File: src/rtl/univ_counter.sv
// univ_counter: parametrised up/down/load/hold counter with a programmable
// modulus, a terminal-count pulse and a built-in power-of-two prescaler.
// The prescaler produces a registered one-cycle tick. The counter consumes
// that registered tick one cycle later as its step enable.
module univ_counter #(
    parameter int WIDTH    = 8,
    parameter int DIV_BITS = 23
) (
    input  logic             clk,
    input  logic             rst,
    input  logic             en,
    input  logic             clr,
    input  logic [1:0]       mode,
    input  logic [WIDTH-1:0] load_val,
    input  logic [WIDTH-1:0] modulus,
    output logic [WIDTH-1:0] count,
    output logic             tc,
    output logic             tick
);

    localparam logic [1:0] MODE_HOLD = 2'b00;
    localparam logic [1:0] MODE_UP   = 2'b01;
    localparam logic [1:0] MODE_DOWN = 2'b10;
    localparam logic [1:0] MODE_LOAD = 2'b11;

    logic             tick_q;
    logic [WIDTH-1:0] count_q, count_d;
    logic             tc_q, tc_d;
    logic [WIDTH-1:0] top;
    logic             step_up;
    logic             step_down;

    // ------------------------------------------------------------------
    // Prescaler
    // ------------------------------------------------------------------
    generate
        if (DIV_BITS == 0) begin : g_nodiv
            // Without a divider every edge after reset is a tick.
            always_ff @(posedge clk or negedge rst) begin
                if (!rst) begin
                    tick_q <= 1'b0;
                end else begin
                    tick_q <= 1'b1;
                end
            end
        end else begin : g_div
            logic [DIV_BITS-1:0] pre_q, pre_d;

            assign pre_d = pre_q + DIV_BITS'(1);

            // Free-running divider; tick marks the edge where it wraps to 0.
            always_ff @(posedge clk or negedge rst) begin
                if (!rst) begin
                    pre_q  <= '0;
                    tick_q <= 1'b0;
                end else begin
                    pre_q  <= pre_d;
                    tick_q <= &pre_q;
                end
            end
        end
    endgenerate

    // ------------------------------------------------------------------
    // Counter
    // ------------------------------------------------------------------

    // A zero modulus selects the full binary range.
    always_comb begin
        top = '1;
        if (modulus != '0) begin
            top = modulus - WIDTH'(1);
        end
    end

    // Steps need the previous cycle's tick, the enable and a counting mode.
    assign step_up   = tick_q & en & (mode == MODE_UP);
    assign step_down = tick_q & en & (mode == MODE_DOWN);

    // Next count and terminal count, priority clr > load > step > hold.
    always_comb begin
        count_d = count_q;
        tc_d    = 1'b0;
        if (clr) begin
            count_d = '0;
        end else if (mode == MODE_LOAD) begin
            // Saturate loads above the current range to top.
            count_d = (load_val > top) ? top : load_val;
        end else if (step_up) begin
            if (count_q >= top) begin
                count_d = '0;
                tc_d    = 1'b1;
            end else begin
                count_d = count_q + WIDTH'(1);
            end
        end else if (step_down) begin
            // Also recovers when the modulus was lowered below the count.
            if ((count_q == '0) || (count_q > top)) begin
                count_d = top;
                tc_d    = 1'b1;
            end else begin
                count_d = count_q - WIDTH'(1);
            end
        end else if (mode == MODE_HOLD) begin
            count_d = count_q;
        end
    end

    // Count and terminal-count registers.
    always_ff @(posedge clk or negedge rst) begin
        if (!rst) begin
            count_q <= '0;
            tc_q    <= 1'b0;
        end else begin
            count_q <= count_d;
            tc_q    <= tc_d;
        end
    end

    assign count = count_q;
    assign tc    = tc_q;
    assign tick  = tick_q;

endmodule

File: config.mk
export PLATFORM = sky130hd
export DESIGN_NAME = univ_counter
export DESIGN_NICKNAME = d
export VERILOG_FILES = /design/src/rtl/univ_counter.sv
export SDC_FILE = /design/constraint.sdc
export NUM_CORES = 1
export LEC_CHECK = 0
export BUFFER_PORTS_ARGS = -buffer_cell sky130_fd_sc_hd__buf_2
export CORE_AREA = 2 2 50 99
export CTS_CLUSTER_DIAMETER = 120
export CTS_CLUSTER_SIZE = 8
export DETAILED_ROUTE_END_ITERATION = 8
export DIE_AREA = 0 0 52 101
export GPL_ROUTABILITY_DRIVEN = 0
export PLACE_DENSITY_LB_ADDON = 0.08
export SYNTH_ARGS = -nofsm -noshare
export SYNTH_HDL_FRONTEND = slang
export SYNTH_SLANG_ARGS = --single-unit
File: constraint.sdc
create_clock -name clk -period 3.2 [get_ports clk]
set_input_delay 0.32 -clock clk [delete_from_list [all_inputs] [get_ports clk]]
set_output_delay 0.32 -clock clk [all_outputs]
set_load 0.01 [all_outputs]
== Yosys cells after proc, flatten, opt, wreduce, memory -nomap -nowiden ==
Index checks and enable logic that the tools add are counted.

* Flip-flop bits (word level): 33
* Output and inout bits: 10
* Logic and storage cells: 36

* Add/sub/neg operators: 4
* Order comparisons: 3
* Eq/ne operators: 3
* Muxes and demuxes: 14
* Bitwise gates (word level): 3
* Reductions and logical operators: 5

{| class="wikitable"
|+ Operators by type and width
! kind !! number
|-
| $mux 8 || 8
|-
| $add 23x1->23 const B || 1
|-
| $reduce_and 23->1 || 1
|-
| $gt 8x8->1 || 2
|-
| $sub 8x1->8 const B || 2
|-
| $add 8x1->8 const B || 1
|-
| $ge 8x8->1 || 1
|-
| $logic_not 8->1 || 1
|-
| $reduce_bool 8->1 || 1
|-
| $mux 1 || 6
|-
| $eq 2x2->1 const B || 2
|-
| $reduce_bool 4->1 || 1
|-
| $and 1x1->1 || 3
|-
| $eq 2x1->1 const B || 1
|-
| $logic_or 1x1->1 || 1
|}

== Logic depth before layout (Yosys ltp) ==
Gate-level depths: netlist of the first run.

* Depth in word-level cells: 9
* Mapped depth: 15

== Worst setup path before layout of the first run ==
Ideal clock, no wire load.

* Kind: input -> register
* From: input modulus[0]
* To: register count_q[1], in the netlist count[1]
* Setup time: 0.122 ns
* Data arrival time: 3.168 ns
* Setup slack: -0.089 ns
* Stages: 15
* Buffers on the path: 0
* Cells stage by stage: inv_1 > ha_1 > or4b_1 > o21ai_0 > a21oi_1 > a31oi_1 > inv_1 > ha_1 > a21oi_1 > o21ai_0 > o21a_1 > or3_4 > mux2i_1 > a221o_1 > a32o_1

* Word-level cells in the longest chain between the ends: 9

{| class="wikitable"
|+ RTL lines
! what !! line !! source
|-
| start: declaration || 15 || <nowiki>input logic [WIDTH-1:0] modulus,</nowiki>
|-
| $sub 8x1->8 or $reduce_bool 8->1 (tied branches) || 72, 71 ||
|-
| $mux 8 (*) || 71 || <nowiki>if (modulus != '0) begin</nowiki>
|-
| $gt 8x8->1 || 98 || <nowiki>if ((count_q == '0) || (count_q > top)) begin</nowiki>
|-
| $logic_or 1x1->1 || 98 ||
|-
| $mux 8 || 98 ||
|-
| $mux 8 || 96 || <nowiki>end else if (step_down) begin</nowiki>
|-
| $mux 8 || 89 || <nowiki>end else if (step_up) begin</nowiki>
|-
| $mux 8 (*) || 86 || <nowiki>end else if (mode == MODE_LOAD) begin</nowiki>
|-
| $mux 8 (*) || 84 || <nowiki>if (clr) begin</nowiki>
|-
| end signal: assignment || 115 || <nowiki>count_q <= count_d;</nowiki>
|-
| end: declaration || 27 || <nowiki>logic [WIDTH-1:0] count_q, count_d;</nowiki>
|}

Every way passes the cells marked *; elsewhere a longest branch is shown, timed or not. The select of a mux whose other input is x is not followed.
A chain may end at the register's enable or synchronous reset.

== Worst setup path in the final report of the first run ==
* From: input modulus[1]
* To: register count_q[1], in the netlist count[1]

Same word-level chain as after synthesis.

==> results of run 1 <==
## where the power goes
part | total [mW] | switching [mW] | internal [mW] | leakage [nW]
Combinational | 0.646 | 0.306 | 0.340 | 1.03
Clock | 0.302 | 0.153 | 0.150 | 0.0439
Sequential | 0.482 | 0.0462 | 0.436 | 0.441
Total | 1.43 | 0.505 | 0.926 | 1.51
## metrics by stage
step | utilization [%] | std cells
detailed placement | 66.8 | 385
global route | 70.0 | 393
finish | 70.0 | 393
CTS | 68.7 | 393
floorplan | - | 271
global placement | 66.8 | 385
## repair_timing
| action | in CTS | in global routing |
|---|---|---|
| gates resized for setup | 0 | 13 |
| buffers inserted | 0 | 0 |
| setup endpoints to repair | 0 | 8 |
## synth_stat cells (4+ instances only)
master	count	area [sq um]
and3_1	8	50.1
a21oi_1	14	70.1
nand2_1	24	90.1
dfrtp_1	33	826
o211ai_1	4	30.0
inv_1	10	37.5
o221ai_1	5	43.8
xor2_1	14	123
a211oi_1	4	30.0
nor2_1	14	52.6
nand4_1	6	37.5
and2_1	4	25.0
ha_1	22	275
a31oi_1	4	25.0
mux2i_1	9	90.1
nor3_1	6	30.0
o21ai_0	8	40.0
xnor2_1	19	166
nand3_1	11	55.1
## kinds of logic (layout without fill, tap and decap cells)
group	count (synthesis)	in the layout	synth area share, %
muxes	11	11	4.41
xor gates and xnor gates	33	33	11.3
adders and majority gates	22	22	10.8
buffers and inverters	16	83	3.43
AOI/OAI and AO/OA	54	54	14.5
DFF	33	33	32.3
and+or+nand+nor	102	102	23.3
## flip-flops by register name (all words and copies together) (netlist names)
| register | flops |
|---|---|
| tc | 1 |
| count | 8 |
| g_div.pre_q | 23 |
| tick | 1 |
## per-layer routing
layer  vias up  part of all wire, %
met5         -                    0
met4         0                  1.8
met3        12                  5.5
met2        66                   50
met1      1116                   42
li1       1128                    -
## cell type report
class                           count  area, sq um  area share, %
Multi-Input combinational cell    222         1690           53.5
Sequential cell                    33          826           26.1
Timing Repair Buffer               65          432           13.7
Clock buffer                        5         68.8           2.18
Tap cell                           55         68.8           2.18
Inverter                           10         55.1           1.74
Clock inverter                      3         17.5          0.555
## worst max-delay path, delay by kind of cell
kind	cells	cell delay, ns
compound gates	6	1.18
fa+ha+maj	2	0.39
buf+inv	3	0.26
mux	1	0.12
simple gates	3	0.94
## how the worst min path moves through the flow
stage / slack, ns / from / end / depth (start not counted)
finish: 0.07 / rst / count[0] / 1
global route: 0.14 / rst / count[0] / 1
CTS: 0.10 / rst / g_div.pre_q[16] / 1
detailed placement: 0.42 / rst / count[3] / 1
global placement: 0.41 / rst / count[3] / 1
floorplan: 0.02 / rst / count[0] / 0
==> results.md, run 1 <==
* Status: finished clean
* Crit path cell chain: buf_12 -> inv_12 -> ha_4 -> or4b_1 -> o21ai_1 -> a21oi_1 -> a31oi_1 -> inv_1 -> ha_4 -> nand4_1 -> o21a_1 -> or3_4 -> mux2i_1 -> a221o_1 -> a32o_1
* Worst rel slew slack at 45.1%
* Ys Warns at 0
* Worst Skew at 0.00907 ns
* Max Cap Violations at 0
* CTS max path bufs at 2
* Clock sinks at 33
* Number of filler instances in the final layout at 379
* Row count at 35
* Fmax at 327 MHz
* Worst path arrival time at 3.24 ns
* IO Pins at 32
* Syn Std Cell Area at 2550 sq um
* Post-route DRC at 0
* DP Wirelength at 4790 um
* Total grt overflow at 0
* Syn Inst Count at 271
* H-Tree Depth at 2
* Skew-Pair Late Insertion Delay at 0.29 ns
* Ys async rst share at 100%
* Fin crit share at 95.5%
* Final setup viols at 0
* Die Wd at 52 um
* Unrepaired setup endpoints after global routing: yes
* Post-Place Cell Area at 3010 sq um
* Worst-Margin Slew at 0.822 ns
* DR iter-0 viols at 89
* Slowest-stage cell, CP: or4b_1
* GRT met2 Usage at 41.6%
* Met3 usage at 4.60%
* Setup TNS Final at 0 ns
* CP dominant cell by count: ha_4
* Pre-CTS setup slack at -0.263 ns
* First-pass GRT wire length at 10200 um
* Post-layout minimum cycle time at 3.06 ns
* TritonCTS clock tree: done
* Met1 Use GR at 33.0%
* Post-Syn Nets at 315
* Vias per cell at 5.91
* Die H at 101 um
* # diodes at 0
* CP endpoint kind: flip-flop
* Worst reg2reg endpoint: count[1]
* Commonest cells after routing, fill and taps aside: buf_4, dfrtp_1, buf_2
* Hold_ws at 0.0702 ns
* Nets at 381
* Clock-pin slew on the worst setup and hold paths at 0.07 ns
* Hold/Removal Path Class: primary input to async pin
* Initial DRT Pass Iterations at 4
* CP endpoint: count[1]
* Core area at 4510 sq um
* Reg-to-Reg Start: count[0]
* Pin count of the biggest net entering global routing at 34
* Total Power at 1.43 mW
* Share of post-route cells with drive strength above 1 at 28.1%
* Worst IR Drop VDD at 0.430 mV
* Fin. Hold Viols at 0
* CP Max Fanout at 3
* Routed len/inst at 15.6 um
* Mean Syn Cell Area at 9.42 sq um
* Pwr dens at 453 nW/um^2
* Post-synthesis register bit count at 33
* Hold-fix buffers, CTS at 0
* Fin worst setup slack at 0.145 ns
* Initial antenna violation count at 0
* Starting Density at 56.6%
* Post-synth EDFFs at 0
* Grt peak-use layer: met2
* Die ar. at 5250 sq um
* Detail Route Antenna Nets at 0
* Clk root buf: clkbuf_8
* Critical path class: primary input to flip-flop
* Reg2reg path depth at 8
* Area growth from synthesis to layout at 23.7%
* Worst Path Required at 3.38 ns
* CTS buffer count at 5
* Setup crit start kind: primary input
* Fin. max-slew vios at 0
* Leakage power at 1.51 nW
* Ys flop type: dfrtp_1
* Port Buffer Count at 31
* Tot GR Track Use at 25.4%
* Sequential area share after synthesis at 32.3%
* CP peak stage delay at 0.42 ns
* FF-to-FF setup slack at 0.59 ns
* Commonest non-fill, non-tap cell in the layout: buf_4
* Final WL at 6140 um
* DR vias at 2322
* Number of global-route vias before repair at 2221
* Cell area after layout at 3160 sq um
* Crit path launch: modulus[1]
* Synth unique cells at 54
Power figures use the tool's default switching activity.
==> run 2: changes to the inputs <==
==> constraint.sdc (replaced) <==
create_clock -name clk -period 3.2 [get_ports clk]
set_input_delay 0.64 -clock clk [delete_from_list [all_inputs] [get_ports clk]]
set_output_delay 0.64 -clock clk [all_outputs]
set_load 0.01 [all_outputs]
==> run 2 against run 1 <==
Against the previous run: the flow now finishes with violations (setup timing); wire length up 8.9%; global-route usage is 2.6 points higher; total power rose by 16%; final cell count rose by 3.3%; sequential power barely moved; first-iteration DRC count down 19%; sequential share of layout area shrank 1.6 points; die area stayed put; highest routed layer unchanged; combinational power grew 18%; register-to-register slack worse by 0.11 ns.
==> results.md, run 2 (synthesized netlist as in run 1, its figures left out) <==
* Worst-Margin Slew at 0.719 ns (-0.103 ns)
* Commonest non-fill, non-tap cell in the layout: buf_4
* Starting Density at 56.6% (unchanged)
* # diodes at 0 (unchanged)
* Port Buffer Count at 31 (unchanged)
* Vias per cell at 5.86 (-0.87%)
* First-pass GRT wire length at 11200 um (+9.6%)
* Worst reg2reg endpoint: count[1]
* Setup crit start kind: primary input
* IO Pins at 32 (unchanged)
* Max reg flops at 23 (unchanged)
* Number of global-route vias before repair at 2382 (+7.2%)
* Fin worst setup slack at -0.257 ns (-0.402 ns)
* Final std cells w/o fill at 406 (+3.3%)
* Clock-pin slew on the worst setup and hold paths at 0.07 ns (about the same)
* Share of post-route cells with drive strength above 1 at 33.3% (+5.2 points)
* Hold/Removal Path Class: primary input to async pin
* Clk root buf: clkbuf_8
* Hold_ws at 0.400 ns (+0.330 ns)
* Area growth from synthesis to layout at 31.9%
* TritonCTS clock tree: done
* Unrepaired setup endpoints after global routing: yes
* Die Wd at 52 um (unchanged)
* Failing checks: setup timing
* Pre-CTS setup slack at -0.658 ns (-0.395 ns)
* Worst IR Drop VDD at 0.580 mV (+35%)
* Routed len/inst at 16.5 um (+5.4%)
* Nets at 394 (+3.4%)
* Reg-to-Reg Start: count[1]
* Placed insts at 392 (+1.8%)
* Reg2reg path depth at 8 (unchanged)
* DRT met1 WL at 2840 um (+9.3%)
* CTS buffer count at 5 (unchanged)
* Die ar. at 5250 sq um (unchanged)
* Post-layout minimum cycle time at 3.46 ns (+0.402 ns)
* Clock sinks at 33 (unchanged)
* Leakage power at 1.62 nW (+7.0%)
* Hold-fix buffers, CTS at 0 (unchanged)
* Detail Route Antenna Nets at 0 (unchanged)
* CP endpoint kind: flip-flop
* Final WL at 6680 um (+8.9%)
* DR vias at 2378 (+2.4%)
* Row count at 35 (unchanged)
* Cell area after layout at 3370 sq um (+6.7%)
* Commonest cells after routing, fill and taps aside: buf_4, dfrtp_1, buf_2
* DR WL met2 at 3420 um (+11%)
* Setup TNS Final at -1.56 ns (-1.56 ns)
* Initial antenna violation count at 0 (unchanged)
* Slowest-stage cell, CP: or4b_1
* Biggest register: g_div.pre_q
* Storage element area at 826 sq um (unchanged)
* Fin. Hold Viols at 0 (unchanged)
* CP peak stage delay at 0.42 ns (about the same)
* DR iter-0 viols at 72 (-19%)
* Met3 WL at 304 um (-9.8%)
* Worst rel slew slack at 52.1% (+7.0 points)
* Number of filler instances in the final layout at 326 (-14%)
* Total grt overflow at 0 (unchanged)
* Max Cap Violations at 0 (unchanged)
* Delay-heaviest family, CP: compound AO/OA/AOI/OAI gates
* Worst Path Required at 3.38 ns (about the same)
* Final setup viols at 8 (+8)
* CP Max Fanout at 3 (unchanged)
* Critical path class: primary input to flip-flop
* Fmax at 289 MHz (-12%)
* CTS max path bufs at 2 (unchanged)
* Pwr dens at 491 nW/um^2 (+8.4%)
* CP bufs+invs at 3 (unchanged)
* Worst path arrival time at 3.64 ns (+0.40 ns)
* Crit path cell chain: buf_8 -> inv_6 -> ha_4 -> or4b_1 -> o21ai_1 -> a21oi_1 -> a31oi_1 -> inv_1 -> ha_4 -> a21oi_2 -> o21ai_1 -> o21a_1 -> or3_4 -> mux2i_1 -> a221o_1 -> a32o_1
* Fin crit share at 108% (+13 points)
* Initial DRT Pass Iterations at 4 (unchanged)
* Skew-Pair Late Insertion Delay at 0.29 ns (about the same)
* Die H at 101 um (unchanged)
* Post-Place Cell Area at 3080 sq um (+2.3%)
* Worst Skew at 0.00717 ns (-0.00189 ns)
* FF-to-FF setup slack at 0.48 ns (-0.11 ns)
* Post-route DRC at 0 (unchanged)
* DP Wirelength at 4860 um (+1.5%)
* Pin count of the biggest net entering global routing at 34 (unchanged)
* Multi-input logic area at 1770 sq um (+4.5%)
* Top Layer Used: met4
* H-Tree Depth at 2 (unchanged)
* Status: finished, violations left
* Tot GR Track Use at 28.0% (+2.6 points)
* Fin. max-slew vios at 0 (unchanged)
* Core area at 4510 sq um (unchanged)
run 2: cell count changes in the layout (fill, tap and decap cells not counted), sizes merged:
cell	delta
buf	+13
bufinv	+1
clkbuf	+2
clkinv	-3
clkinvlp	-1
inv	+1
run 2: where the power goes:
group	total [mW]	internal, mW	switching [mW]
sequential	0.484	0.436	0.0483
combinational	0.765	0.411	0.354
clock	0.406	0.254	0.152
total	1.66	1.10	0.554
run 2: through the flow:
stage / utilization [%] / power [mW]
after floorplan: - / 0.935
after global placement: 68.3 / 1.13
after detailed placement: 68.3 / 1.15
after CTS: 74.0 / 1.63
after global routing: 74.7 / 1.75
final: 74.7 / 1.66
run 2: layer usage:
| metal | GRT usage, % | vias up |
|---|---|---|
| li1 | - | 1156 |
| met1 | 37.1 | 1140 |
| met2 | 46.4 | 70 |
| met3 | 4.15 | 12 |
| met4 | 7.89 | 0 |
| met5 | 0 | - |
run 2: layout make-up:
cell class,count,share of cell area (%)
clock buffers,7,2.56
clock inverters,1,0.892
inverters,10,1.63
multi-input cells,222,52.5
flip-flops and latches,33,24.5
well taps,55,2.04
repair buffers,78,15.9
run 2: timing repair:
item	in CTS	in global routing
hold endpoints to repair	0	0
setup buffers	5	1
setup endpoints to repair	9	9
gates resized for setup	19	5
pin swaps	19	9
run 2: worst max path at each step:
stage | from | end | slack [ns] | cells after the start
after floorplan | modulus[1] | count[1] | -0.34 | 15
after global placement | modulus[1] | count[2] | -0.54 | 17
after detailed placement | modulus[1] | count[1] | -0.66 | 16
after CTS | modulus[0] | count[1] | -0.21 | 15
after global routing | modulus[0] | count[1] | -0.37 | 15
final | modulus[0] | count[1] | -0.26 | 16
run 2: worst reg2reg max path, cell delays in order, from the launching register on:
cell and delay, ns:
dfrtp_1 0.50, ha_1 0.36, nor2b_1 0.14, o211ai_1 0.40
a21oi_4 0.13, or3_4 0.40, mux2i_1 0.13, a221o_1 0.30
a32o_1 0.26
